--- src/rtl/fftgen_fp_pkg.sv ---
// ---------------------------------------------------------------------------
// fftgen_fp_pkg : single-precision field constants shared by the FFT FP blocks
// Rev 1.0
// ---------------------------------------------------------------------------
`default_nettype none

package fftgen_fp_pkg;
  typedef logic [31:0] sp_float_t;

  localparam int FP_SIGN    = 31;
  localparam int FP_EXP_HI  = 30;
  localparam int FP_EXP_LO  = 23;
  localparam int FP_MANT_HI = 22;

  localparam sp_float_t FP_ZERO = 32'h0000_0000;
  localparam sp_float_t FP_NAN  = 32'hFFFF_FFFF;
endpackage

`default_nettype wire

--- src/rtl/fp_add_sched_if.sv ---
// ---------------------------------------------------------------------------
// fp_add_sched_if : requester and result handshake bundle for fp_add_sched
// Rev 1.0
// ---------------------------------------------------------------------------
`default_nettype none

interface fp_add_sched_if
  import fftgen_fp_pkg::*;
#(
  parameter int NREQ = 4
);
  localparam int IDW = $clog2(NREQ);

  logic [NREQ-1:0]    req_valid;
  logic [NREQ-1:0]    req_ready;
  logic [NREQ*32-1:0] req_a;
  logic [NREQ*32-1:0] req_b;
  logic               res_valid;
  logic               res_ready;
  sp_float_t          res_z;
  logic [IDW-1:0]     res_id;
  logic               res_err;

  modport master (
    output req_valid, req_a, req_b, res_ready,
    input  req_ready, res_valid, res_z, res_id, res_err
  );

  modport slave (
    input  req_valid, req_a, req_b, res_ready,
    output req_ready, res_valid, res_z, res_id, res_err
  );
endinterface

`default_nettype wire

--- src/rtl/rr_arbiter.sv ---
// ---------------------------------------------------------------------------
// rr_arbiter : one-hot round-robin grant searching upward from ptr with wrap
// Rev 1.0
// ---------------------------------------------------------------------------
`default_nettype none

module rr_arbiter #(
  parameter int NREQ = 4,
  localparam int IDW = $clog2(NREQ)
) (
  input  logic [NREQ-1:0] req,
  input  logic [IDW-1:0]  ptr,
  input  logic            en,
  output logic [NREQ-1:0] gnt,
  output logic [IDW-1:0]  gnt_id
);
  int   w_idx;
  logic w_found;

  always_comb begin
    gnt     = '0;
    gnt_id  = '0;
    w_found = 1'b0;
    w_idx   = 0;
    for (int k = 0; k < NREQ; k++) begin
      w_idx = int'(ptr) + k;
      if (w_idx >= NREQ) begin
        w_idx = w_idx - NREQ;
      end
      if (en && !w_found && req[w_idx]) begin
        w_found    = 1'b1;
        gnt[w_idx] = 1'b1;
        gnt_id     = IDW'(w_idx);
      end
    end
  end
endmodule

`default_nettype wire

--- src/rtl/sradd.sv ---
// ---------------------------------------------------------------------------
// sradd : combinational same-sign SP adder (truncating, x+0 = x)
// Rev 1.0
// ---------------------------------------------------------------------------
`default_nettype none

module sradd
  import fftgen_fp_pkg::*;
(
  input  sp_float_t a,
  input  sp_float_t b,
  output sp_float_t z
);
  logic [7:0]  w_e_big;
  logic [7:0]  w_e_diff;
  logic [23:0] w_m_big;
  logic [23:0] w_m_small;
  logic [24:0] w_sum;
  logic        w_a_big;

  always_comb begin
    w_a_big   = (a[FP_EXP_HI:FP_EXP_LO] >= b[FP_EXP_HI:FP_EXP_LO]);
    w_e_big   = w_a_big ? a[FP_EXP_HI:FP_EXP_LO] : b[FP_EXP_HI:FP_EXP_LO];
    w_e_diff  = w_a_big ? (a[FP_EXP_HI:FP_EXP_LO] - b[FP_EXP_HI:FP_EXP_LO])
                        : (b[FP_EXP_HI:FP_EXP_LO] - a[FP_EXP_HI:FP_EXP_LO]);
    w_m_big   = w_a_big ? {|a[FP_EXP_HI:FP_EXP_LO], a[FP_MANT_HI:0]}
                        : {|b[FP_EXP_HI:FP_EXP_LO], b[FP_MANT_HI:0]};
    w_m_small = w_a_big ? {|b[FP_EXP_HI:FP_EXP_LO], b[FP_MANT_HI:0]}
                        : {|a[FP_EXP_HI:FP_EXP_LO], a[FP_MANT_HI:0]};
    w_m_small = (w_e_diff > 8'd23) ? 24'd0 : (w_m_small >> w_e_diff);
    w_sum     = {1'b0, w_m_big} + {1'b0, w_m_small};
    // carry out of the hidden bit renormalises by one place
    if (w_sum[24]) begin
      z = {a[FP_SIGN], w_e_big + 8'd1, w_sum[23:1]};
    end else begin
      z = {a[FP_SIGN], w_e_big, w_sum[22:0]};
    end
    if (a == FP_ZERO) begin
      z = b;
    end else if (b == FP_ZERO) begin
      z = a;
    end
  end
endmodule

`default_nettype wire

--- src/rtl/fp_add_sched.sv ---
// ---------------------------------------------------------------------------
// fp_add_sched : round-robin scheduler sharing one SP adder, 2-stage pipeline
// Rev 1.0
// ---------------------------------------------------------------------------
`default_nettype none

module fp_add_sched
  import fftgen_fp_pkg::*;
#(
  parameter int NREQ = 4
) (
  input  logic            clk,
  input  logic            rst,
  fp_add_sched_if.slave   bus
);
  localparam int IDW = $clog2(NREQ);

  logic           r_s1_valid;
  sp_float_t      r_s1_a;
  sp_float_t      r_s1_b;
  logic [IDW-1:0] r_s1_id;
  logic           r_s2_valid;
  sp_float_t      r_s2_z;
  logic [IDW-1:0] r_s2_id;
  logic           r_s2_err;
  logic [IDW-1:0] r_rr_ptr;

  logic           w_s2_adv;
  logic           w_s1_adv;
  logic           w_arb_en;
  logic           w_accept;
  logic [IDW-1:0] w_gnt_id;
  logic [IDW-1:0] w_next_ptr;
  sp_float_t      w_sel_a;
  sp_float_t      w_sel_b;
  sp_float_t      w_sum;
  logic           w_err;

  assign w_s2_adv = !r_s2_valid || bus.res_ready;
  assign w_s1_adv = !r_s1_valid || w_s2_adv;
  // no grant may be offered while reset holds the pipeline empty
  assign w_arb_en = w_s1_adv && !rst;
  assign w_accept = w_arb_en && (|bus.req_valid);

  rr_arbiter #(.NREQ(NREQ)) u_arb (
    .req    (bus.req_valid),
    .ptr    (r_rr_ptr),
    .en     (w_arb_en),
    .gnt    (bus.req_ready),
    .gnt_id (w_gnt_id)
  );

  assign w_sel_a    = bus.req_a[{w_gnt_id, 5'd0} +: 32];
  assign w_sel_b    = bus.req_b[{w_gnt_id, 5'd0} +: 32];
  assign w_next_ptr = (w_gnt_id == IDW'(NREQ - 1)) ? '0 : w_gnt_id + 1'b1;

  sradd u_sradd (
    .a (r_s1_a),
    .b (r_s1_b),
    .z (w_sum)
  );

  assign w_err = (r_s1_a[FP_SIGN] != r_s1_b[FP_SIGN]) &&
                 (r_s1_a != FP_ZERO) && (r_s1_b != FP_ZERO);

  always_ff @(posedge clk or posedge rst) begin
    if (rst) begin
      r_s1_valid <= 1'b0;
      r_s1_a     <= FP_ZERO;
      r_s1_b     <= FP_ZERO;
      r_s1_id    <= '0;
      r_s2_valid <= 1'b0;
      r_s2_z     <= FP_ZERO;
      r_s2_id    <= '0;
      r_s2_err   <= 1'b0;
      r_rr_ptr   <= '0;
    end else begin
      if (w_s1_adv) begin
        r_s1_valid <= w_accept;
        if (w_accept) begin
          r_s1_a  <= w_sel_a;
          r_s1_b  <= w_sel_b;
          r_s1_id <= w_gnt_id;
        end
      end
      if (w_s2_adv) begin
        r_s2_valid <= r_s1_valid;
        if (r_s1_valid) begin
          r_s2_z   <= w_err ? FP_NAN : w_sum;
          r_s2_id  <= r_s1_id;
          r_s2_err <= w_err;
        end
      end
      if (w_accept) begin
        r_rr_ptr <= w_next_ptr;
      end
    end
  end

  assign bus.res_valid = r_s2_valid;
  assign bus.res_z     = r_s2_z;
  assign bus.res_id    = r_s2_id;
  assign bus.res_err   = r_s2_err;
endmodule

`default_nettype wire

--- src/flat_wrapper.sv ---
// flat-port wrapper written by rule: the top's interface ports become plain ports
module fp_add_sched_flat import fftgen_fp_pkg::*;
#(
  parameter int NREQ = 4
)
  (clk, rst, bus_req_valid, bus_req_a, bus_req_b, bus_res_ready, bus_req_ready, bus_res_valid, bus_res_z, bus_res_id, bus_res_err);
  fp_add_sched_if #(.NREQ(NREQ)) bus_i ();
  input  logic clk;
  input  logic rst;
  input wire logic [$bits(bus_i.req_valid)-1:0] bus_req_valid;
  input wire logic [$bits(bus_i.req_a)-1:0] bus_req_a;
  input wire logic [$bits(bus_i.req_b)-1:0] bus_req_b;
  input wire logic [$bits(bus_i.res_ready)-1:0] bus_res_ready;
  output wire logic [$bits(bus_i.req_ready)-1:0] bus_req_ready;
  output wire logic [$bits(bus_i.res_valid)-1:0] bus_res_valid;
  output wire logic [$bits(bus_i.res_z)-1:0] bus_res_z;
  output wire logic [$bits(bus_i.res_id)-1:0] bus_res_id;
  output wire logic [$bits(bus_i.res_err)-1:0] bus_res_err;
  assign bus_i.req_valid = bus_req_valid;
  assign bus_i.req_a = bus_req_a;
  assign bus_i.req_b = bus_req_b;
  assign bus_i.res_ready = bus_res_ready;
  assign bus_req_ready = bus_i.req_ready;
  assign bus_res_valid = bus_i.res_valid;
  assign bus_res_z = bus_i.res_z;
  assign bus_res_id = bus_i.res_id;
  assign bus_res_err = bus_i.res_err;
  fp_add_sched #(.NREQ(NREQ)) u_core (.clk(clk), .rst(rst), .bus(bus_i));
endmodule
--- config.mk ---
export PLATFORM = sky130hd
export DESIGN_NAME = fp_add_sched_flat
export DESIGN_NICKNAME = d
export VERILOG_FILES = /design/src/rtl/fftgen_fp_pkg.sv /design/src/rtl/fp_add_sched_if.sv /design/src/rtl/rr_arbiter.sv /design/src/rtl/sradd.sv /design/src/rtl/fp_add_sched.sv /design/src/flat_wrapper.sv
export SDC_FILE = /design/constraint.sdc
export NUM_CORES = 1
export LEC_CHECK = 0
export ABC_CLOCK_PERIOD_IN_PS = 15200
export CAP_MARGIN = 20
export CORE_MARGIN = 4
export CORE_UTILIZATION = 40
export DETAILED_ROUTE_END_ITERATION = 12
export PLACE_DENSITY = 0.68
export SLEW_MARGIN = 20
export SYNTH_ARGS = -nofsm -noshare
export SYNTH_HDL_FRONTEND = slang
export SYNTH_SLANG_ARGS = --single-unit
--- constraint.sdc ---
create_clock -name clk -period 15.2 [get_ports clk]
set_input_delay 1.52 -clock clk [delete_from_list [all_inputs] [get_ports clk]]
set_output_delay 1.52 -clock clk [all_outputs]
set_load 0.005 [all_outputs]
=== Word level (Yosys, flattened, before mapping) ===
Index checks and enable logic that the tools add are counted.

* Logic and storage cells: 120
* Register bits: 105
* Output and inout port bits: 40
* Input port bits: 263

* Bitwise gates (word level): 3
* Reduce and logical (&&, ||, !) cells: 32
* Shifts and indexed selects: 3
* Order comparisons: 14
* Multiplexer cells: 45
* Equal/unequal tests: 2
* Add/sub/neg operators: 12

{| class="wikitable"
|+ Operators by type and width
! cell !! number
|-
| $shiftx 128x8->32 || 2
|-
| $mux 32 || 6
|-
| $ge 32x1->1 const B || 4
|-
| $lt 32x4->1 const B || 4
|-
| $mux 24 || 3
|-
| $logic_not 32->1 || 2
|-
| $reduce_bool 32->1 || 2
|-
| $mux 31 || 2
|-
| $add 24x24->25 || 1
|-
| $shr 24x8->24 || 1
|-
| $mux 4 || 4
|-
| $mux 8 || 2
|-
| $reduce_or 8->1 || 2
|-
| $sub 8x8->8 || 2
|-
| $logic_and 1x1->1 || 15
|-
| $mux 1 || 15
|-
| $or 4x4->4 || 3
|-
| $sub 3x3->4 const B || 3
|-
| $mux 2 || 5
|-
| $ge 3x3->1 const B || 3
|-
| $add 8x1->8 const B || 1
|-
| $bmux 1 s2 || 4
|-
| $demux 1 s2 || 4
|-
| $ge 8x8->1 || 1
|-
| 12 further kinds || 20
|}

=== Longest topological paths before layout ===
Gate-level depths: netlist of run 1.

* Word-level depth: 21
* Mapped depth: 30
* Gate-level depth less buffers: 25

=== Modules after synthesis ===
A second synthesis of run 1 with hierarchy kept.

* Cells, all modules: 1228
* Area, all modules: 11309.6 µm²

{| class="wikitable"
|+ Modules (own cells, without submodules)
! module !! times used !! cells each !! seq. area each (µm²) !! area each (µm²)
|-
| fp_add_sched || 1 || 410 || 2627.5 || 5754.3
|-
| sradd || 1 || 760 || 0.0 || 5073.6
|-
| rr_arbiter || 1 || 58 || 0.0 || 481.7
|}

=== Least setup slack after synthesis of run 1 ===
OpenSTA, ideal clock, no wires.

* Kind: input to output
* Start point: in rst
* End point: out bus_req_ready[0]
* Arrival time: 4.782 ns
* Stages on the path: 5
* Path slack: 8.898 ns
* Path buffers: 0
* Data required time: 13.680 ns
* Cell sequence: inv_1 -> nand2_1 -> nor3_1 -> a222oi_1 -> nand2_1

* Longest elaborated chain between the ends: 16
* Elaborated cells between the ends (all ways): 22
* Classes of those cells: mux: 7; bitwise: 3; reduce/logical: 12

{| class="wikitable"
|+ Ends and longest elaborated chain
! item !! line !! RTL
|-
| start: declaration || flat_wrapper.sv:9 || <nowiki>input logic rst;</nowiki>
|-
| $logic_not 1->1 (*) || fp_add_sched.sv:42 || <nowiki>assign w_arb_en = w_s1_adv && !rst;</nowiki>
|-
| $logic_and 1x1->1 (*) || fp_add_sched.sv:42 ||
|-
| $logic_and 1x1->1 || rr_arbiter.sv:30 || <nowiki>if (en && !w_found && req[w_idx]) begin</nowiki>
|-
| $mux 1 || rr_arbiter.sv:30 ||
|-
| $logic_not 1->1 || rr_arbiter.sv:30 ||
|-
| $logic_and 1x1->1 (2 in a row) || rr_arbiter.sv:30 ||
|-
| $mux 1 || rr_arbiter.sv:30 ||
|-
| $logic_not 1->1 || rr_arbiter.sv:30 ||
|-
| $logic_and 1x1->1 (2 in a row) || rr_arbiter.sv:30 ||
|-
| $mux 1 || rr_arbiter.sv:30 ||
|-
| $logic_not 1->1 || rr_arbiter.sv:30 ||
|-
| $logic_and 1x1->1 (2 in a row) || rr_arbiter.sv:30 ||
|-
| $mux 4 (*) || rr_arbiter.sv:30 ||
|-
| end: declaration || flat_wrapper.sv:14 || <nowiki>output wire logic [$bits(bus_i.req_ready)-1:0] bus_req_ready;</nowiki>
|}

Mark *: on every way between the ends. The rest lies on a longest branch, timed or not.

=== Worst setup path after layout of run 1 ===
* Start point: reg u_core.r_s1_b[23]
* End point: reg u_core.r_s2_z[30] (netlist: u_core.bus.res_z[30])

* Longest elaborated chain between the ends: 9
* Elaborated cells between the ends (all ways): 20
* Classes of those cells: add/sub: 4; order compare: 2; shift: 1; mux: 9; reduce/logical: 4

{| class="wikitable"
|+ Ends and longest elaborated chain
! item !! line !! RTL
|-
| start: declaration || fp_add_sched.sv:20 || <nowiki>sp_float_t r_s1_b;</nowiki>
|-
| start signal: assignment || fp_add_sched.sv:82 || <nowiki>r_s1_b <= w_sel_b;</nowiki>
|-
| $sub 8x8->8, or another cell as far along || sradd.sv:25 || <nowiki>: (b[FP_EXP_HI:FP_EXP_LO] - a[FP_EXP_HI:FP_EXP_LO]);</nowiki>
|-
| $mux 8 or $mux 24 (tied branches) || sradd.sv:24, sradd.sv:28 ||
|-
| $shr 24x8->24 or $gt 8x5->1 (tied branches) || sradd.sv:30 || <nowiki>w_m_small = (w_e_diff > 8'd23) ? 24'd0 : (w_m_small >> w_e_diff);</nowiki>
|-
| $mux 24 || sradd.sv:30 ||
|-
| $add 24x24->25 || sradd.sv:31 || <nowiki>w_sum = {1'b0, w_m_big} + {1'b0, w_m_small};</nowiki>
|-
| $mux 31 || sradd.sv:33 || <nowiki>if (w_sum[24]) begin</nowiki>
|-
| $mux 31 || sradd.sv:40 || <nowiki>end else if (b == FP_ZERO) begin</nowiki>
|-
| $mux 32 || sradd.sv:38 || <nowiki>if (a == FP_ZERO) begin</nowiki>
|-
| $mux 32 (*) || fp_add_sched.sv:89 || <nowiki>r_s2_z <= w_err ? FP_NAN : w_sum;</nowiki>
|-
| end signal: assignment || fp_add_sched.sv:89 ||
|-
| end: declaration || fp_add_sched.sv:23 || <nowiki>sp_float_t r_s2_z;</nowiki>
|}

Marks and branches as above.
A chain may end at the register's enable or synchronous reset.

==> metrics.txt, run 1 <==
status finished clean; Vert. Die Dim 172 um; Pins Over Slew Limit 0; critical path arrival 7.91 ns; register area 0.00263 mm^2; warnings from Yosys 0; Synth Net Count 1442; worst reg2reg endpoint u_core.bus.res_z[30]; R2R cell count 24; deepest clock path buffer count 2; WHS 0.486 ns; die area 0.0296 mm^2; FFs w/ async S/R, synth 100%; startpoint types flop; Data required, critical path 15.46 ns; drc violations 0; min cycle time layout 7.66 ns; Overall Global Routing Usage 26.7%; top-count cell post-synth nand2_1; top cell type's share of synthesized area 24.4%; WHS Path Cells 1; DR vias 10494; FF-to-FF Start u_core.r_s1_b[23]; fmax 131 MHz; pin count of the biggest net entering global routing 78; dpl hpwl 32400 um; sequential area share after synthesis 24.4%; main area contributors after synthesis dfrtp_1 (24%), mux4_2 (18%), mux2_2 (7.9%); row cnt 59; grt ovf 0; Reg clk slew, reported paths 0.07 ns; post-synthesis register bit count 105; wire length of the first global-routing pass 60800 um; Die W 172 um; post-detailed-routing wire length 40300 um; fill cell count 2395; nets@finish 1696; Final setup viols 0; initial antenna violation count 3; worst slew margin relative to its limit 26.7%; post-CTS setup buffers 0; Tcrit/Tclk final 50.4%; CP max FO 33; Core ar. 0.0263 mm^2; layout cell share with drive strength beyond 1 16.2%; kind of end point of the critical path flop; TritonRoute pass-1 iters 7; post-CTS resize count 0; Hold Crit Class reg2reg; footprint of the multi-input gates 0.00767 mm^2; final hold violations 0; Root Driver clkbuf_16; number of global-route vias before repair 10599; via density per instance 6.09; TritonCTS Buffers 9; RePlAce Congestion 1.03; synthesized area 0.0108 mm^2; Yosys top cell by area dfrtp_1; DRT iter0 DRCs 1140; count of cell types in the netlist 77; WL/cell 23.4 um; CTS sink count 105; H-tree depth 3; Post-synth top flop dfrtp_1; worst-skew pair later-pin latency 0.36 ns; final clock skew 0.00918 ns; post-route antenna net violation count 0; Commonest cells post-synth nand2_1 (190), dfrtp_1 (105), nor2_1 (88), mux4_2 (87), mux2_2 (76); Hold Path End u_core.r_s1_id[0]; PortBufs 302; R2R setup slack 7.54 ns; unrepaired setup endpoints after global routing no; Hold Startpoint u_core.r_s1_id[0]; Core Util, Final 54.2%; Starting Density 41.0%; # IOs 303; Setup TNS Final 0 ns; worst setup path category reg2reg; Mean Syn Cell Area 9.55 um^2; hold_buf cts 0; EDFF count, synth 0; CTS tree yes; Synth Instances 1128; Max Cap Violations 0; slew of the pin with the lowest slew margin 1.10 ns; Area Growth Syn to Fin 32.3%
==> worst max path at each step <==
stage,from,end,slack [ns],cells past startpoint
CTS,u_core.r_s1_b[23],u_core.bus.res_z[30],7.58,24
global placement,u_core.r_s1_b[23],u_core.bus.res_z[30],7.73,24
finish,u_core.r_s1_b[23],u_core.bus.res_z[30],7.54,24
global route,u_core.r_s1_b[23],u_core.bus.res_z[30],6.97,24
floorplan,rst,bus_req_ready[0],8.90,5
detailed placement,u_core.r_s1_b[23],u_core.bus.res_z[30],7.58,24
==> cell type report <==
cell class,instances,share of cell area (%)
Antenna cell,3,0.0527
Clock buffer,9,1.58
Clock inverter,6,0.536
Inverter,32,0.861
Multi-Input combinational cell,922,53.8
Sequential cell,105,18.4
Tap cell,335,2.94
Timing Repair Buffer,312,21.7
==> per-layer routing <==
layer | vias up | global-route usage, % | wire length (um)
met5 | - | 0 | 0
met4 | 0 | 8.58 | 1260
met2 | 538 | 42.9 | 19000
li1 | 4797 | - | -
met3 | 79 | 6.45 | 4120
met1 | 5080 | 35.7 | 15900
==> stage by stage <==
stage               area, um^2  setup WS [ns]  cells
detailed placement       13900           7.58   1706
CTS                      14200           7.58   1721
finish                   14200           7.54   1724
global route             14200           6.97   1724
floorplan                10800           8.90   1128
global placement         13900           7.73   1706
==> sequential cells by signal (all words and copies together), names as in the netlist, named ones only <==
| name | cells |
|---|---|
| u_core.bus.res_err | 1 |
| u_core.bus.res_id | 2 |
| u_core.bus.res_valid | 1 |
| u_core.bus.res_z | 32 |
| u_core.r_rr_ptr | 1 |
| u_core.r_s1_a | 32 |
| u_core.r_s1_b | 32 |
| u_core.r_s1_id | 2 |
| u_core.r_s1_valid | 1 |
==> placed cells by master, fill, tap and decap left out, types with 7 or more instances in the layout <==
cell | Yosys | final
nor3_1 | 10 | 9
nand2_1 | 190 | 190
dfrtp_1 | 105 | 105
clkbuf_16 | 0 | 9
nand3_1 | 19 | 19
o22ai_1 | 21 | 21
nand2b_1 | 10 | 10
a21o_1 | 14 | 14
xor2_1 | 13 | 13
a21oi_1 | 64 | 63
inv_1 | 31 | 30
a211oi_1 | 9 | 9
mux2i_1 | 30 | 30
a221oi_1 | 17 | 17
o21ai_0 | 36 | 36
buf_4 | 4 | 10
mux2_2 | 76 | 76
a31oi_1 | 19 | 19
a31o_2 | 8 | 8
and2_1 | 9 | 7
clkdlybuf4s50_1 | 0 | 302
xnor2_1 | 15 | 15
ha_1 | 48 | 48
o211ai_1 | 10 | 10
mux4_2 | 87 | 87
nor2_1 | 88 | 87
o21a_1 | 13 | 13
nor4_1 | 15 | 15
==> logic make-up (layout without fill, tap and decap cells) <==
family / count (synthesis) / count (layout) / synth area share [%]
simple gates: 376 / 376 / 15.2
other cells: 0 / 3 / 0
fa+ha+maj: 51 / 51 / 6.13
mux: 196 / 196 / 29.5
xor+xnor: 32 / 32 / 3.09
compound gates: 267 / 267 / 17.1
flops: 105 / 105 / 24.4
buf+inv: 101 / 359 / 4.57
==> worst max-delay path: stages (launching register included) <==
cell and delay [ns]:
dfrtp_1 0.48, inv_1 0.08, ha_1 0.57, nand4_1 0.22, a311o_1 0.27, and2_2 0.53
buf_4 0.48, mux2i_4 0.40, xor2_4 0.53, nand2_1 0.18, o32a_1 0.32, o21ai_1 0.08
o21a_1 0.13, ha_1 0.19, inv_1 0.07, fa_1 0.39, nand2b_1 0.18, a21o_1 0.23
a211o_1 0.31, a21o_1 0.21, a21o_1 0.30, and2_1 0.55, nor4_1 0.47, xor2_1 0.11
a221oi_1 0.24
Power of run 1 is not shown: default switching activity piles up to over one toggle a cycle in this logic, so the estimate is an artifact.
==> run 2, diff against run 1 <==
ABC_CLOCK_PERIOD_IN_PS = 6900   (was 15200)
PLACE_DENSITY = 0.7   (was 0.68)
clock period = 6.9 ns   (was 15.2 ns; I/O delays follow)
==> metrics.txt, run 2 (synthesized netlist as in run 1, its figures left out) <==
crit-path max cell delay 0.59 ns (+0.02 ns); fill cell count 2346 (-2.0%); final clock skew 0.0168 ns (+0.00759 ns); Vert. Die Dim 172 um (unchanged); die area 0.0296 mm^2 (unchanged); kind of end point of the critical path flop; RePlAce Congestion 1.00 (-2.8%); Reg clk slew, reported paths 0.08 ns (about the same); Tcrit/Tclk final 94.5% (+44 points); # IOs 303 (unchanged); CTS sink count 105 (unchanged); Overall Global Routing Usage 26.6% (-0.082 points); DRT iter0 DRCs 1092 (-4.2%); drc violations 0 (unchanged); WHS 0.480 ns (-0.00639 ns); Root Driver clkbuf_16; fmax 153 MHz (+17%); Pins Over Slew Limit 0 (unchanged); grt ovf 0 (unchanged); WL/cell 23.4 um (about the same); Final setup viols 0 (unchanged); antenna diode count 0 (-3); Layout Cells excl Fill 1738 (+0.81%); final hold violations 0 (unchanged); post-detailed-routing wire length 40700 um (+0.90%); initial antenna violation count 0 (-3); DR vias 10712 (+2.1%); Hold Crit Class reg2reg; R2R setup slack 0.38 ns (-7.17 ns); pin count of the biggest net entering global routing 74 (-5.1%); Core ar. 0.0263 mm^2 (unchanged); TritonRoute pass-1 iters 5 (-2); nets@finish 1712 (+0.94%); worst setup path category reg2reg; placed inst area 0.0141 mm^2 (+0.98%); register area 0.00263 mm^2 (unchanged); hold_buf cts 0 (unchanged); worst slew margin relative to its limit 31.2% (+4.5 points); Data required, critical path 7.13 ns (-8.33 ns); status finished clean; slew of the pin with the lowest slew margin 1.03 ns (-0.0695 ns); fin area 0.0144 mm^2 (+1.1%); startpoint types flop; TritonCTS Buffers 9 (unchanged); row cnt 59 (unchanged); dpl hpwl 33000 um (+1.7%); critical path arrival 6.76 ns (-1.15 ns); most common cell after layout, fill and taps aside clkdlybuf4s50_1; wire length of the first global-routing pass 61100 um (+0.44%); PortBufs 302 (unchanged); unrepaired setup endpoints after global routing no; CP max FO 24 (-27%); number of global-route vias before repair 10435 (-1.5%); CTS tree yes; layout cell share with drive strength beyond 1 17.2% (+0.94 points); H-tree depth 3 (unchanged); deepest clock path buffer count 2 (unchanged); worst-path cell chain inv_1, ha_1, nand4_1, a311o_1, nand2_1, mux2_2, buf_4, mux2i_1, nand2_1, nand2_1, o32ai_1, a21oi_1, fa_1, nand2b_1, a21o_1, a211o_1, a21o_1, a21o_1, and2_1, buf_4, xnor2_1, mux2i_1, a221oi_1; most frequent cells in the layout clkdlybuf4s50_1 (302), nand2_1 (189), dfrtp_1 (105); # placed instances 1722 (+0.94%); footprint of the multi-input gates 0.00767 mm^2 (about the same); Die W 172 um (unchanged); Area Growth Syn to Fin 33.7%; slowest CP cell ha_1; Max Cap Violations 0 (unchanged); Setup TNS Final 0 ns (unchanged); via density per instance 6.16 (+1.3%); worst-skew pair later-pin latency 0.36 ns (about the same); Starting Density 41.0% (unchanged); post-route antenna net violation count 0 (unchanged); min cycle time layout 6.52 ns (-1.13 ns)
run 2: cell types whose count changed in the layout (fill, tap and decap cells not counted), moves of 2 or more:
cell | previous run | this run
inv_6 | 0 | 3
diode_2 | 3 | 0
clkinv_8 | 0 | 2
inv_8 | 2 | 0
buf_4 | 10 | 24
clkinvlp_4 | 2 | 0
buf_12 | 0 | 2
run 2: timing repair:
| action | 4_1_cts | 5_1_grt |
|---|---|---|
| setup endpoints to repair | 0 | 29 |
| resized for setup | 0 | 2 |
| setup buffers | 0 | 0 |
run 2: cell type report:
class,instances,share of cell area [%]
Inverter,32,0.851
Sequential cell,105,18.2
Timing Repair Buffer,328,22.5
Clock inverter,7,0.678
Clock buffer,9,1.56
Multi-Input combinational cell,922,53.2
Tap cell,335,2.91
run 2: metrics by stage:
step / util [%] / worst slack [ns]
2_1_floorplan: - / 1.19
3_3_place_gp: 53.6 / 0.278
3_5_place_dp: 53.6 / 0.0990
4_1_cts: 54.8 / 0.0923
5_1_grt: 54.8 / 0.0256
6_report: 54.8 / 0.376
run 2: final timing paths:
check / startpoint / endpoint / depth (start not counted)
max: u_core.r_s1_b[25] / u_core.bus.res_z[23] / 23
min: u_core.r_s1_id[1] / u_core.r_s1_id[1] / 1
max reg2reg: u_core.r_s1_b[25] / u_core.bus.res_z[23] / 23
min reg2reg: u_core.r_s1_id[1] / u_core.r_s1_id[1] / 1
max in group asynchronous: rst / u_core.bus.res_z[17] / 3
min in group asynchronous: rst / u_core.r_s1_b[0] / 2
run 2: metal layers:
layer	vias up	global-route usage [%]	wire length, um
met2	605	44.7	19700
met5	-	0	0
met3	70	5.76	4250
met1	5210	35.7	15800
met4	0	5.74	894
li1	4827	-	-
run 2: critical path, delay by kind of cell (launching register included):
family | cells | cell delay [ns]
AOI/OAI and AO/OA | 8 | 2.41
xor gates and xnor gates | 1 | 0.19
adders and majority gates | 2 | 1.04
buffers and inverters | 3 | 0.55
DFF | 1 | 0.49
muxes | 3 | 0.79
and+or+nand+nor | 6 | 0.90
Power of run 2 is left out for the same reason.
